`config.mk`:
```
export PLATFORM = sky130hd
export DESIGN_NAME = esp_rx_deframer_flat
export DESIGN_NICKNAME = d
export VERILOG_FILES = /design/src/rtl/esp_frame_pkg.sv /design/src/rtl/esp_rx_deframer_if.sv /design/src/rtl/esp_rx_deframer.sv /design/src/flat_wrapper.sv
export SDC_FILE = /design/constraint.sdc
export NUM_CORES = 1
export LEC_CHECK = 0
export BUFFER_PORTS_ARGS = -buffer_cell sky130_fd_sc_hd__buf_2
export CORE_UTILIZATION = 45
export CTS_CLUSTER_SIZE = 20
export DETAILED_ROUTE_END_ITERATION = 10
export PLACE_DENSITY = 0.68
export SYNTH_ARGS = -nofsm -noshare
export SYNTH_HDL_FRONTEND = slang
export SYNTH_SLANG_ARGS = --single-unit
```
`constraint.sdc`:
```
create_clock -name clk -period 4.05 [get_ports clk]
set_input_delay 0.405 -clock clk [delete_from_list [all_inputs] [get_ports clk]]
set_output_delay 0.405 -clock clk [all_outputs]
set_load 0.03 [all_outputs]
```
`src/rtl/esp_frame_pkg.sv`:
```
// Shared types and constants for the ESP host-command frame path.
package esp_frame_pkg;

    typedef enum logic [1:0] {
        StHunt,
        StLen,
        StPayload,
        StCsum
    } state_e;

    typedef logic [2:0] err_code_t;

    localparam err_code_t ERR_OK      = 3'd0;
    localparam err_code_t ERR_CSUM    = 3'd1;
    localparam err_code_t ERR_TIMEOUT = 3'd2;
    localparam err_code_t ERR_BREAK   = 3'd3;
    localparam err_code_t ERR_UART    = 3'd4;

    localparam logic [7:0] SOF_DEFAULT = 8'h7E;

endpackage

```
`src/rtl/esp_rx_deframer_if.sv`:
```
// UART-FIFO side and payload-stream side of the ESP receive deframer.
interface esp_rx_deframer_if;

    logic [7:0] rxfifo_data;
    logic       rxfifo_not_empty;
    logic       rxfifo_read;
    logic       rxfifo_overflow;
    logic       rx_framing_error;
    logic       rx_break;
    logic [7:0] out_data;
    logic       out_valid;
    logic       out_ready;
    logic       out_sop;
    logic       out_eop;
    logic       frame_done;
    logic       frame_ok;
    logic [2:0] err_code;

    // Deframer view.
    modport master (
        input  rxfifo_data, rxfifo_not_empty, rxfifo_overflow, rx_framing_error, rx_break,
        input  out_ready,
        output rxfifo_read, out_data, out_valid, out_sop, out_eop,
        output frame_done, frame_ok, err_code
    );

    // UART / consumer view.
    modport slave (
        output rxfifo_data, rxfifo_not_empty, rxfifo_overflow, rx_framing_error, rx_break,
        output out_ready,
        input  rxfifo_read, out_data, out_valid, out_sop, out_eop,
        input  frame_done, frame_ok, err_code
    );

endinterface

```
`src/rtl/esp_rx_deframer.sv`:
```
// Pulls bytes from the UART FIFO, extracts SOF/LEN/payload/CSUM frames and streams the payload
// with per-frame status.
module esp_rx_deframer
    import esp_frame_pkg::*;
#(
    parameter logic [7:0]  SOF_BYTE       = SOF_DEFAULT,
    parameter int unsigned TIMEOUT_CYCLES = 65535
) (
    input logic                clk,
    input logic                rst,
    esp_rx_deframer_if.master  bus
);

    localparam logic [15:0] TMO_LAST = 16'(TIMEOUT_CYCLES - 1);

    state_e     state_q, state_d;
    logic       pending_q, pending_d;
    logic [7:0] cnt_q, cnt_d;
    logic [7:0] sum_q, sum_d;
    logic       first_q, first_d;
    logic       uart_err_q, uart_err_d;
    logic [15:0] tmo_q, tmo_d;
    logic [7:0] out_data_q, out_data_d;
    logic       out_valid_q, out_valid_d;
    logic       out_sop_q, out_sop_d;
    logic       out_eop_q, out_eop_d;
    logic       done_q, done_d;
    logic       ok_q, ok_d;
    err_code_t  err_q, err_d;

    logic       in_frame;
    logic       stall;
    logic       slot_free;
    logic       brk;
    logic       tmo_hit;
    logic       abort;
    logic       uart_pulse;
    logic       sample;
    logic       read;
    logic [7:0] csum_total;

    assign in_frame   = (state_q != StHunt);
    assign stall      = out_valid_q && !bus.out_ready;
    assign slot_free  = !out_valid_q || bus.out_ready;
    assign brk        = in_frame && bus.rx_break;
    assign tmo_hit    = in_frame && !stall && (tmo_q == TMO_LAST);
    assign abort      = brk || tmo_hit;
    assign uart_pulse = bus.rx_framing_error || bus.rxfifo_overflow;
    assign sample     = pending_q && !abort;
    assign csum_total = sum_q + bus.rxfifo_data;

    // Nothing is fetched on the abort cycle, so the next frame starts from a clean FIFO position.
    assign read = !rst && !pending_q && !abort && bus.rxfifo_not_empty &&
                  ((state_q != StPayload) || slot_free);

    always_comb begin
        state_d     = state_q;
        pending_d   = read;
        cnt_d       = cnt_q;
        sum_d       = sum_q;
        first_d     = first_q;
        uart_err_d  = uart_err_q || (in_frame && uart_pulse);
        tmo_d       = tmo_q;
        out_data_d  = out_data_q;
        out_valid_d = out_valid_q && !bus.out_ready;
        out_sop_d   = out_sop_q;
        out_eop_d   = out_eop_q;
        done_d      = 1'b0;
        ok_d        = 1'b0;
        err_d       = ERR_OK;

        if (in_frame && !stall && (tmo_q != 16'hFFFF)) begin
            tmo_d = tmo_q + 16'd1;
        end

        if (brk) begin
            state_d    = StHunt;
            done_d     = 1'b1;
            err_d      = ERR_BREAK;
            uart_err_d = 1'b0;
            tmo_d      = 16'd0;
        end else if (tmo_hit) begin
            state_d    = StHunt;
            done_d     = 1'b1;
            err_d      = ERR_TIMEOUT;
            uart_err_d = 1'b0;
            tmo_d      = 16'd0;
        end else if (sample) begin
            tmo_d = 16'd0;
            unique case (state_q)
                StHunt: begin
                    if (bus.rxfifo_data == SOF_BYTE) begin
                        state_d = StLen;
                    end
                end
                StLen: begin
                    cnt_d   = bus.rxfifo_data;
                    sum_d   = bus.rxfifo_data;
                    first_d = 1'b1;
                    state_d = (bus.rxfifo_data == 8'd0) ? StCsum : StPayload;
                end
                StPayload: begin
                    out_valid_d = 1'b1;
                    out_data_d  = bus.rxfifo_data;
                    out_sop_d   = first_q;
                    out_eop_d   = (cnt_q == 8'd1);
                    first_d     = 1'b0;
                    sum_d       = csum_total;
                    cnt_d       = cnt_q - 8'd1;
                    if (cnt_q == 8'd1) begin
                        state_d = StCsum;
                    end
                end
                StCsum: begin
                    state_d    = StHunt;
                    done_d     = 1'b1;
                    uart_err_d = 1'b0;
                    // A UART error pulse coinciding with the CSUM byte still taints this frame.
                    if (uart_err_q || uart_pulse) begin
                        err_d = ERR_UART;
                    end else if (csum_total == 8'd0) begin
                        ok_d = 1'b1;
                    end else begin
                        err_d = ERR_CSUM;
                    end
                end
                default: begin
                    state_d = StHunt;
                end
            endcase
        end
    end

    always_ff @(posedge clk or posedge rst) begin
        if (rst) begin
            state_q     <= StHunt;
            pending_q   <= 1'b0;
            cnt_q       <= 8'd0;
            sum_q       <= 8'd0;
            first_q     <= 1'b0;
            uart_err_q  <= 1'b0;
            tmo_q       <= 16'd0;
            out_data_q  <= 8'd0;
            out_valid_q <= 1'b0;
            out_sop_q   <= 1'b0;
            out_eop_q   <= 1'b0;
            done_q      <= 1'b0;
            ok_q        <= 1'b0;
            err_q       <= ERR_OK;
        end else begin
            state_q     <= state_d;
            pending_q   <= pending_d;
            cnt_q       <= cnt_d;
            sum_q       <= sum_d;
            first_q     <= first_d;
            uart_err_q  <= uart_err_d;
            tmo_q       <= tmo_d;
            out_data_q  <= out_data_d;
            out_valid_q <= out_valid_d;
            out_sop_q   <= out_sop_d;
            out_eop_q   <= out_eop_d;
            done_q      <= done_d;
            ok_q        <= ok_d;
            err_q       <= err_d;
        end
    end

    assign bus.rxfifo_read = read;
    assign bus.out_data    = out_data_q;
    assign bus.out_valid   = out_valid_q;
    assign bus.out_sop     = out_sop_q;
    assign bus.out_eop     = out_eop_q;
    assign bus.frame_done  = done_q;
    assign bus.frame_ok    = ok_q;
    assign bus.err_code    = err_q;

endmodule

```
`src/flat_wrapper.sv`:
```
// flat-port wrapper written by rule: the top's interface ports become plain ports
module esp_rx_deframer_flat import esp_frame_pkg::*;
#(
    parameter logic [7:0]  SOF_BYTE       = SOF_DEFAULT,
    parameter int unsigned TIMEOUT_CYCLES = 65535
)
  (clk, rst, bus_rxfifo_data, bus_rxfifo_not_empty, bus_rxfifo_overflow, bus_rx_framing_error, bus_rx_break, bus_out_ready, bus_rxfifo_read, bus_out_data, bus_out_valid, bus_out_sop, bus_out_eop, bus_frame_done, bus_frame_ok, bus_err_code);
  esp_rx_deframer_if bus_i ();
  input logic clk;
  input logic rst;
  input wire logic [$bits(bus_i.rxfifo_data)-1:0] bus_rxfifo_data;
  input wire logic [$bits(bus_i.rxfifo_not_empty)-1:0] bus_rxfifo_not_empty;
  input wire logic [$bits(bus_i.rxfifo_overflow)-1:0] bus_rxfifo_overflow;
  input wire logic [$bits(bus_i.rx_framing_error)-1:0] bus_rx_framing_error;
  input wire logic [$bits(bus_i.rx_break)-1:0] bus_rx_break;
  input wire logic [$bits(bus_i.out_ready)-1:0] bus_out_ready;
  output wire logic [$bits(bus_i.rxfifo_read)-1:0] bus_rxfifo_read;
  output wire logic [$bits(bus_i.out_data)-1:0] bus_out_data;
  output wire logic [$bits(bus_i.out_valid)-1:0] bus_out_valid;
  output wire logic [$bits(bus_i.out_sop)-1:0] bus_out_sop;
  output wire logic [$bits(bus_i.out_eop)-1:0] bus_out_eop;
  output wire logic [$bits(bus_i.frame_done)-1:0] bus_frame_done;
  output wire logic [$bits(bus_i.frame_ok)-1:0] bus_frame_ok;
  output wire logic [$bits(bus_i.err_code)-1:0] bus_err_code;
  assign bus_i.rxfifo_data = bus_rxfifo_data;
  assign bus_i.rxfifo_not_empty = bus_rxfifo_not_empty;
  assign bus_i.rxfifo_overflow = bus_rxfifo_overflow;
  assign bus_i.rx_framing_error = bus_rx_framing_error;
  assign bus_i.rx_break = bus_rx_break;
  assign bus_i.out_ready = bus_out_ready;
  assign bus_rxfifo_read = bus_i.rxfifo_read;
  assign bus_out_data = bus_i.out_data;
  assign bus_out_valid = bus_i.out_valid;
  assign bus_out_sop = bus_i.out_sop;
  assign bus_out_eop = bus_i.out_eop;
  assign bus_frame_done = bus_i.frame_done;
  assign bus_frame_ok = bus_i.frame_ok;
  assign bus_err_code = bus_i.err_code;
  esp_rx_deframer #(.SOF_BYTE(SOF_BYTE), .TIMEOUT_CYCLES(TIMEOUT_CYCLES)) u_core (.clk(clk), .rst(rst), .bus(bus_i));
endmodule
```
# Word level (Yosys, flattened, before mapping)
# Index checks and enable logic that the tools add are counted.
# totals
mem_bits_rw,0
latch_bits,0
rom_bits,0
ff_bits,53
out_inout_bits,17
inputBits,15
n_memories,0
elab_cells,100
# op_classes
shifts,0
n_addsub,3
n_reduce_logical,33
div_mod_pow,0
mux,38
mul,0
magnitude_cmp,0
n_eq_ne,10
bitwise,2
# ops
operator,count
$mux 16,4
$pmux 8 s2,2
$mux 1,20
$add 16x1->16 const B,1
$eq 16x16->1 const B,1
$logic_not 8->1,2
$ne 16x16->1 const B,1
$mux 3,5
$logic_and 1x1->1,11
$mux 2,5
$add 8x8->8,1
$eq 8x1->1 const B,1
$eq 8x7->1 const B,1
$ne 4x1->1 const B,2
$pmux 2 s4,1
$reduce_and 4->1,2
$sub 8x1->8 const B,1
$logic_not 1->1,6
$logic_or 1x1->1,6
$eq 2x2->1 const B,2
$reduce_bool 2->1,2
$reduce_bool 4->1,1
$reduce_and 3->1,1
$reduce_bool 3->1,1
5 further kinds,6

# Depth between registers and ports, before layout
# Gate-level depths: netlist of the first run.
# logic_depth
word_depth,11
depth_mapped,9
depth_no_buf,9

# Least setup slack after synthesis of the first run
# No wires, ideal clock.
# synth_path
kind,register to output
startpoint,register u_core.state_q[0]
endpoint,output port bus_rxfifo_read
path_stages_with_launch,8
t_arrival_ps,3096
required_time_ps,3645
path_buffers,1
path_slack_ps,549
path_cell_list,dfrtp_1 > inv_1 > ha_1 > nor2_4 > a31oi_1 > nand2b_1 > buf_4 > a2111oi_0
# synth_via
elab_chain_len,8
word_cells_on_any_way,11
cone_classes,eq/ne (1); reduce/logical (10)
# synth_rtl
item,line,rtl
start: declaration,esp_rx_deframer.sv:16,"state_e state_q, state_d;"
start signal: assignment,esp_rx_deframer.sv:136,state_q <= StHunt;
start signal: assignment,esp_rx_deframer.sv:151,state_q <= state_d;
$reduce_bool 2->1,esp_rx_deframer.sv:42,assign in_frame = (state_q != StHunt);
$logic_and 1x1->1 (2 in a row),esp_rx_deframer.sv:46,assign tmo_hit = in_frame && !stall && (tmo_q == TMO_LAST);
$logic_or 1x1->1,esp_rx_deframer.sv:47,assign abort = brk || tmo_hit;
$logic_not 1->1,esp_rx_deframer.sv:53,assign read = !rst && !pending_q && !abort && bus.rxfifo_not_empty &&
$logic_and 1x1->1 (2 in a row),esp_rx_deframer.sv:53,
$logic_and 1x1->1 *,esp_rx_deframer.sv:53,
end: declaration,flat_wrapper.sv:17,output wire logic [$bits(bus_i.rxfifo_read)-1:0] bus_rxfifo_read;
# Mark *: on every way between the ends. The rest lies on a longest branch, timed or not.

# Final worst setup path of the first run
# Ends and elaborated chain as after synthesis.

==> key figures, run 1 <==
GRT
  – Initial antenna violation count: 0
  – Grt ovf: 0
  – Largest net degree at the start of global routing: 54
  – Vias in the first global route: around 2.2k
  – Total GRT Usage: 0.186
  – First-pass GRT wire length: a little over 10000 um

STA
  – Period utilisation layout: 0.859
  – Final setup TNS: 0 ps
  – Final setup viols: 0
  – Worst Tran Pin Value: 979 ps
  – Max frequency: 0.287 GHz
  – RSZ-0062 raised after global routing: false
  – Slew HR: 0.347
  – Slew Limit Fails: 0
  – Clock skew: 7.44 ps
  – Hold Fails Final Rpt: 0
  – Tmin final: 3480 ps

Placement
  – Cells after DPL: about 400
  – IO Port Bufs: 31
  – Hpwl dp: 4170 um
  – RePlAce Congestion: 0.814

Layout
  – Register area: 1330 um2
  – Final Instance Count excl. Fillers: around 410
  – Area grow syn2layout: 10.5%
  – Fillers: 592
  – Layout cell share with drive strength beyond 1: 0.185
  – N_diodes: 0
  – Multi-input gate area: around 1500 um2
  – Nets@finish: 366

Power and ir drop
  – Share of power burned in registers: 0.396
  – Comb pwr share: 0.454
  – P per Cell Area: 615 nW/um2
  – Sw Ratio: 0.422
  – Clock power share: 0.150
  – Worst VDD drop: a little over 0.0003 V
  – Switching power: roughly 0.00085 W
  – Leak: 1.56 nW
  – Int Pwr: 0.00117 W

Outcome
  – Status: complete, no violations

Route
  – Wire length on met1: ~3000 um
  – DR iter-0 viols: 111
  – First-pass iteration count of the detailed router: 4
  – WL/cell: between 10 and 15 um
  – DRT antenna net count: 0
  – Top routing layer in use: met4
  – Via count: 2233
  – Final wirelength: between 5000 and 6000 um
  – Met3 wire length: between 150 and 200 um
  – Drt drc: 0
  – Met2 Wirelength: ~2600 um
  – Via/cell ratio: about 5.4

Clock network
  – CTS buffer count: 5
  – CTS tree: yes
  – CTS H-tree depth: 2
  – Later-pin clock latency in the skew report: 310 ps
  – CTS Hold Buffers Added: 0
  – Clock sink count: 53
  – Clk buf depth: 2
  – Setup Buffers After CTS: 0
  – Clock transition at the registers of the reported paths: 100 ps
  – Post-cts repair resize count: 0
  – Root Buffer: clkbuf_8

Die
  – # rows: 29
  – Full die area: 6950 um2
  – Core ar.: 6390 um2
  – Ports: 32
  – Die width: between 80 and 90 um
  – Die height: approximately 83 um
  – Starting Density: 0.466

Critical path
  – Required time of the worst setup path: 3640 ps
  – Setup crit start kind: flop
  – Crit Path Category: flop to output pin
  – Worst-path fanout max: 17
  – WP data arrival: ~3000 ps
  – Worst setup EP type: output pin

Synth
  – Cells after Synth: about 300
  – Synthesized area: 2980 um2
  – Commonest cells post-synth: dfrtp_1 (53), nor2_1 (33), nand2_1 (25), inv_1 (17)
  – Distinct cell type count after synthesis: 60
  – Post-Syn Area per Cell: 9.89 um2
  – Synth Flop Type: dfrtp_1
  – Yosys top cell area share: 0.445
  – Area contributors post-synth: dfrtp_1 (45%), ha_1 (6.7%), xnor2_1 (4.4%)
  – Mapped Nets: 333
  – Register area share after synthesis: 0.445
  – Register bit total from synthesis: 53
  – Post-synth EDFFs: 0
  – Most frequent cell after synthesis: dfrtp_1
  – Asr flop ratio synth: 1.00
  – Leading area contributor after synthesis: dfrtp_1
  – Yosys warning total: 0

Hold path
  – Min-Delay Path Class: primary input to asynchronous set/reset pin

Flow run
  – Total of max-cap violations: 0
[power by group through the flow]
stage                     combinational (W)  sequential [W]  clock [W]
after floorplan                    0.000641        0.000881          0
after global placement             0.000909        0.000805          0
after detailed placement           0.000916        0.000809          0
after CTS                          0.000922        0.000800   0.000315
after global routing                0.00103        0.000823   0.000332
final                              0.000918        0.000802   0.000303
[state kept, by name, summed over array words and instances, names as in the netlist, 2 cells and up]
register             count
u_core.bus.err_code      3
u_core.sum_q             8
u_core.tmo_q            16
u_core.state_q           2
u_core.cnt_q             8
u_core.bus.out_data      8
[logic make-up after synthesis]
family	synth area share
adder cells (fa/ha/maj)	0.0739
XOR/XNOR	0.0588
buffers and inverters	0.0349
flip-flops	0.445
multiplexers	0.0508
AND/OR/NAND/NOR	0.205
AO/OA/AOI/OAI	0.131
[stage by stage]
stage          total power, W  instance area (um2)  worst slack (ps)  hold WS (ps)   util
6_report              0.00202                 3290               572           275  0.515
3_3_place_gp          0.00171                 3200              1030           456  0.502
4_1_cts               0.00204                 3290               572           290  0.515
3_5_place_dp          0.00173                 3200               942           461  0.502
2_1_floorplan         0.00152                 2980               549           443      -
5_1_grt               0.00218                 3290               190           300  0.515
[placed cells by master, fill, tap and decap left out, drive strengths merged, types with 2 or more instances in the layout]
| cell | netlist | final |
|---|---|---|
| a211oi | 3 | 3 |
| a21o | 4 | 4 |
| a21oi | 12 | 12 |
| a31o | 2 | 2 |
| a31oi | 3 | 3 |
| and3 | 2 | 2 |
| buf | 5 | 33 |
| clkbuf | 2 | 6 |
| dfrtp | 53 | 53 |
| ha | 16 | 16 |
| inv | 17 | 18 |
| mux2 | 9 | 9 |
| mux2i | 5 | 5 |
| nand2 | 26 | 26 |
| nand2b | 3 | 3 |
| nand3 | 12 | 12 |
| nand3b | 2 | 2 |
| nand4 | 7 | 7 |
| nor2 | 34 | 34 |
| nor2b | 4 | 4 |
| nor3 | 7 | 7 |
| nor4 | 6 | 6 |
| o211ai | 2 | 2 |
| o21ai | 17 | 17 |
| o22a | 2 | 2 |
| o22ai | 4 | 4 |
| o31ai | 2 | 2 |
| or2 | 2 | 2 |
| xnor2 | 15 | 15 |
| xor2 | 5 | 5 |
[cell type report]
| type | instances | area share |
|---|---|---|
| Timing Repair Buffer | 33 | 0.0517 |
| Clock inverter | 2 | 0.00418 |
| Tap cell | 77 | 0.0293 |
| Sequential cell | 53 | 0.403 |
| Multi-Input combinational cell | 224 | 0.470 |
| Clock buffer | 6 | 0.0221 |
| Inverter | 17 | 0.0194 |
[per-layer routing]
metal	vias up	GRT usage
met4	0	0.0705
met2	40	0.294
li1	1133	-
met5	-	0
met1	1049	0.260
met3	11	0.0268
[final timing paths]
check | start | to | slack [ps] | cells past startpoint
max in group asynchronous | rst | u_core.sum_q[4]$_DFFE_PP0P_ | 3350 | 3
min in group clk | rst | u_core.pending_q$_DFF_PP0_ | 300 | 2
worst max-delay path | u_core.state_q[0]$_DFFE_PP0P_ | bus_rxfifo_read | 570 | 7
worst min-delay path | rst | u_core.tmo_q[10]$_DFFE_PP0P_ | 270 | 3
worst min register to register | u_core.sum_q[2]$_DFFE_PP0P_ | u_core.sum_q[2]$_DFFE_PP0P_ | 480 | 2
worst max register to register | u_core.state_q[0]$_DFFE_PP0P_ | u_core.pending_q$_DFF_PP0_ | 1420 | 6
[worst max-delay path: stages, from the launching register on]
cell and delay (ps):
dfrtp_1 430, inv_1 150, ha_1 310, nor2_4 100
a31oi_1 420, nand2b_1 450, a2111oi_0 620, buf_2 300
Note: power is estimated with default switching activity, not from simulation.
==> run 2: changes to the inputs <==
CELL_PAD_IN_SITES_DETAIL_PLACEMENT = 0   (was default)
CELL_PAD_IN_SITES_GLOBAL_PLACEMENT = 1   (was default)
CORE_UTILIZATION = 49   (was 45)
PLACE_DENSITY = 0.88   (was 0.68)
==> run 2 against run 1 <==
Effect of this change:
- clock-buffer cell count unchanged
- register-to-register slack improved by 330 ps
- largest power group unchanged
- non-clock buffer count increased by 2
- sequential share of layout area decreased by 0.27 points
- sequential power about the same
- flip-flop and latch count unchanged
- worst hold slack got worse by 20 ps
- power increased by 1.7%
- wire length increased by 6.1%
- clock skew increased by 5.4 ps
- utilization increased by 4.8 points
==> key figures, run 2 (synthesized netlist as in run 1, its figures left out) <==
Outcome
  – Status: complete, no violations

Critical path
  – Crit Path Category: flop to output pin
  – Required time of the worst setup path: 3640 ps (about the same)
  – WP data arrival: 2730 ps (-340 ps)
  – Worst setup EP type: output pin
  – CP Depth: 8 (+1)
  – Worst-case reg-to-reg path depth: 9 (+3)
  – Worst-path cell chain: inv_1 -> ha_1 -> nor2_4 -> a31oi_1 -> nand2b_1 -> buf_4 -> a2111oi_0 -> buf_2
  – Worst path slowest cell: a2111oi_0
  – Setup crit start kind: flop
  – Critical path's largest stage delay: 450 ps (-170 ps)
  – Worst-path fanout max: 17 (unchanged)
  – Top delay family on crit path: compound AO/OA/AOI/OAI gates
  – CP bufs+invs: 3 (+1)

Clock network
  – CTS Hold Buffers Added: 0 (unchanged)
  – Clock sink count: 53 (unchanged)
  – Post-cts repair resize count: 0 (unchanged)
  – Setup Buffers After CTS: 0 (unchanged)
  – CTS H-tree depth: 2 (unchanged)
  – CTS tree: yes
  – CTS buffer count: 5 (unchanged)
  – Later-pin clock latency in the skew report: 310 ps (about the same)
  – Clock transition at the registers of the reported paths: 90 ps (about the same)
  – Clk buf depth: 2 (unchanged)
  – Root Buffer: clkbuf_8

GRT
  – Grt ovf: 0 (unchanged)
  – First-pass GRT wire length: 10500 um (+1.3%)
  – Initial antenna violation count: 0 (unchanged)
  – Largest net degree at the start of global routing: 54 (unchanged)
  – Vias in the first global route: 2180 (-0.18%)
  – Total GRT Usage: 0.218 (+0.0320)

STA
  – Worst Tran Pin Value: 673 ps (-306 ps)
  – Slew Limit Fails: 0 (unchanged)
  – Setup ws final: 917 ps (+346 ps)
  – RSZ-0062 raised after global routing: false
  – Final setup TNS: 0 ps (unchanged)
  – Final setup viols: 0 (unchanged)
  – Slew HR: 0.552 (+0.204)
  – Period utilisation layout: 0.773 (-0.0854)
  – Hold Fails Final Rpt: 0 (unchanged)
  – Max frequency: 0.319 GHz (+11%)
  – Tmin final: 3130 ps (-346 ps)
  – Clock skew: 12.8 ps (+5.36 ps)

Die
  – Core ar.: 5890 um2 (-7.8%)
  – Full die area: 6390 um2 (-8.0%)
  – Die width: 80.0 um (-4.1%)
  – Ports: 32 (unchanged)
  – Starting Density: 0.506 (+0.0397)
  – # rows: 28 (-3.4%)
  – Die height: 80.0 um (-4.1%)

Layout
  – Nets@finish: 368 (+0.55%)
  – N_diodes: 0 (unchanged)
  – Multi-input gate area: 1550 um2 (unchanged)
  – Commonest non-fill, non-tap cells in the layout: dfrtp_1 (53), nor2_1 (33), buf_2 (31), nand2_1 (25)
  – Area grow syn2layout: 11.3%
  – Final Instance Count excl. Fillers: 412 (unchanged)
  – Register area: 1330 um2 (unchanged)
  – Max reg flops: 16 (unchanged)
  – Layout cell share with drive strength beyond 1: 0.193 (+0.00780)
  – Top reg by flops: u_core.tmo_q
  – Most common cell after layout, fill and taps aside: dfrtp_1
  – Design Area, Final: 3310 um2 (+0.68%)
  – Fillers: 525 (-11%)

Route
  – Via/cell ratio: 5.58 (+3.0%)
  – Via count: 2300 (+3.0%)
  – Wire length on met1: 2930 um (-1.2%)
  – Met3 wire length: 220 um (+35%)
  – Final wirelength: 6210 um (+6.1%)
  – Top routing layer in use: met4
  – DRT antenna net count: 0 (unchanged)
  – Drt drc: 0 (unchanged)
  – DR iter-0 viols: 105 (-5.4%)
  – Met2 Wirelength: 2960 um (+14%)
  – First-pass iteration count of the detailed router: 6 (+2)
  – WL/cell: 15.1 um (+6.1%)

Power and ir drop
  – P per Cell Area: 621 nW/um2 (+1.0%)
  – Leak: 1.57 nW (+1.0%)
  – Tot Pwr: 0.00206 W (+1.7%)
  – Worst VDD drop: 0.000301 V (-2.3%)

Flow run
  – Total of max-cap violations: 0 (unchanged)

Placement
  – Hpwl dp: 4490 um (+7.8%)
  – RePlAce Congestion: 0.830 (+2.0%)
  – Cells after DPL: 404 (unchanged)
  – IO Port Bufs: 31 (unchanged)
  – Placed inst area: 3220 um2 (+0.39%)
  – Pre-CTS setup slack: 1230 ps (+286 ps)

Hold path
  – Min-Delay Path Class: primary input to asynchronous set/reset pin
-- run 2: changes by cell type in the layout (fill, tap and decap cells not counted), sizes merged --
cell    previous run  this run
buf               33        35
clkinv             1         2
inv               18        17
-- run 2: per-layer routing --
layer | GRT usage | up-vias
met2 | 0.344 | 51
met5 | 0 | -
met1 | 0.299 | 1107
li1 | - | 1131
met3 | 0.0377 | 11
met4 | 0.0804 | 0
-- run 2: final timing paths --
path / start / end / slack [ps]
max in group asynchronous: rst / u_core.tmo_q[10]$_DFFE_PP0P_ / 3330
hold / removal: rst / u_core.pending_q$_DFF_PP0_ / 250
min in group clk: rst / u_core.pending_q$_DFF_PP0_ / 290
setup reg to reg: u_core.sum_q[0]$_DFFE_PP0P_ / u_core.bus.frame_ok$_DFF_PP0_ / 1750
setup / recovery: u_core.state_q[0]$_DFFE_PP0P_ / bus_rxfifo_read / 920
hold reg to reg: u_core.first_q$_DFFE_PP0P_ / u_core.first_q$_DFFE_PP0P_ / 490
-- run 2: stage by stage --
stage           util  hold WS [ps]
3_5_place_dp   0.547           465
5_1_grt        0.563           307
3_3_place_gp   0.547           465
6_report       0.563           255
4_1_cts        0.563           278
2_1_floorplan      -           443
-- run 2: tightest hold or removal path: stages --
cell   delay (ps)
buf_2         110
inv_2          30
buf_4         510
-- run 2: final cells by class --
cell class                      count  area share
Clock buffer                        6      0.0249
Clock inverter                      2     0.00415
Inverter                           17      0.0193
Multi-Input combinational cell    224       0.467
Sequential cell                    53       0.400
Tap cell                           75      0.0283
Timing Repair Buffer               35      0.0559
-- run 2: power breakdown --
| part | switching [W] | total [W] | internal (W) | leakage [nW] |
|---|---|---|---|---|
| clock | 0.000179 | 0.000318 | 0.000139 | 0.0512 |
| combinational | 0.000573 | 0.000942 | 0.000368 | 0.824 |
| sequential | 0.000113 | 0.000799 | 0.000686 | 0.697 |
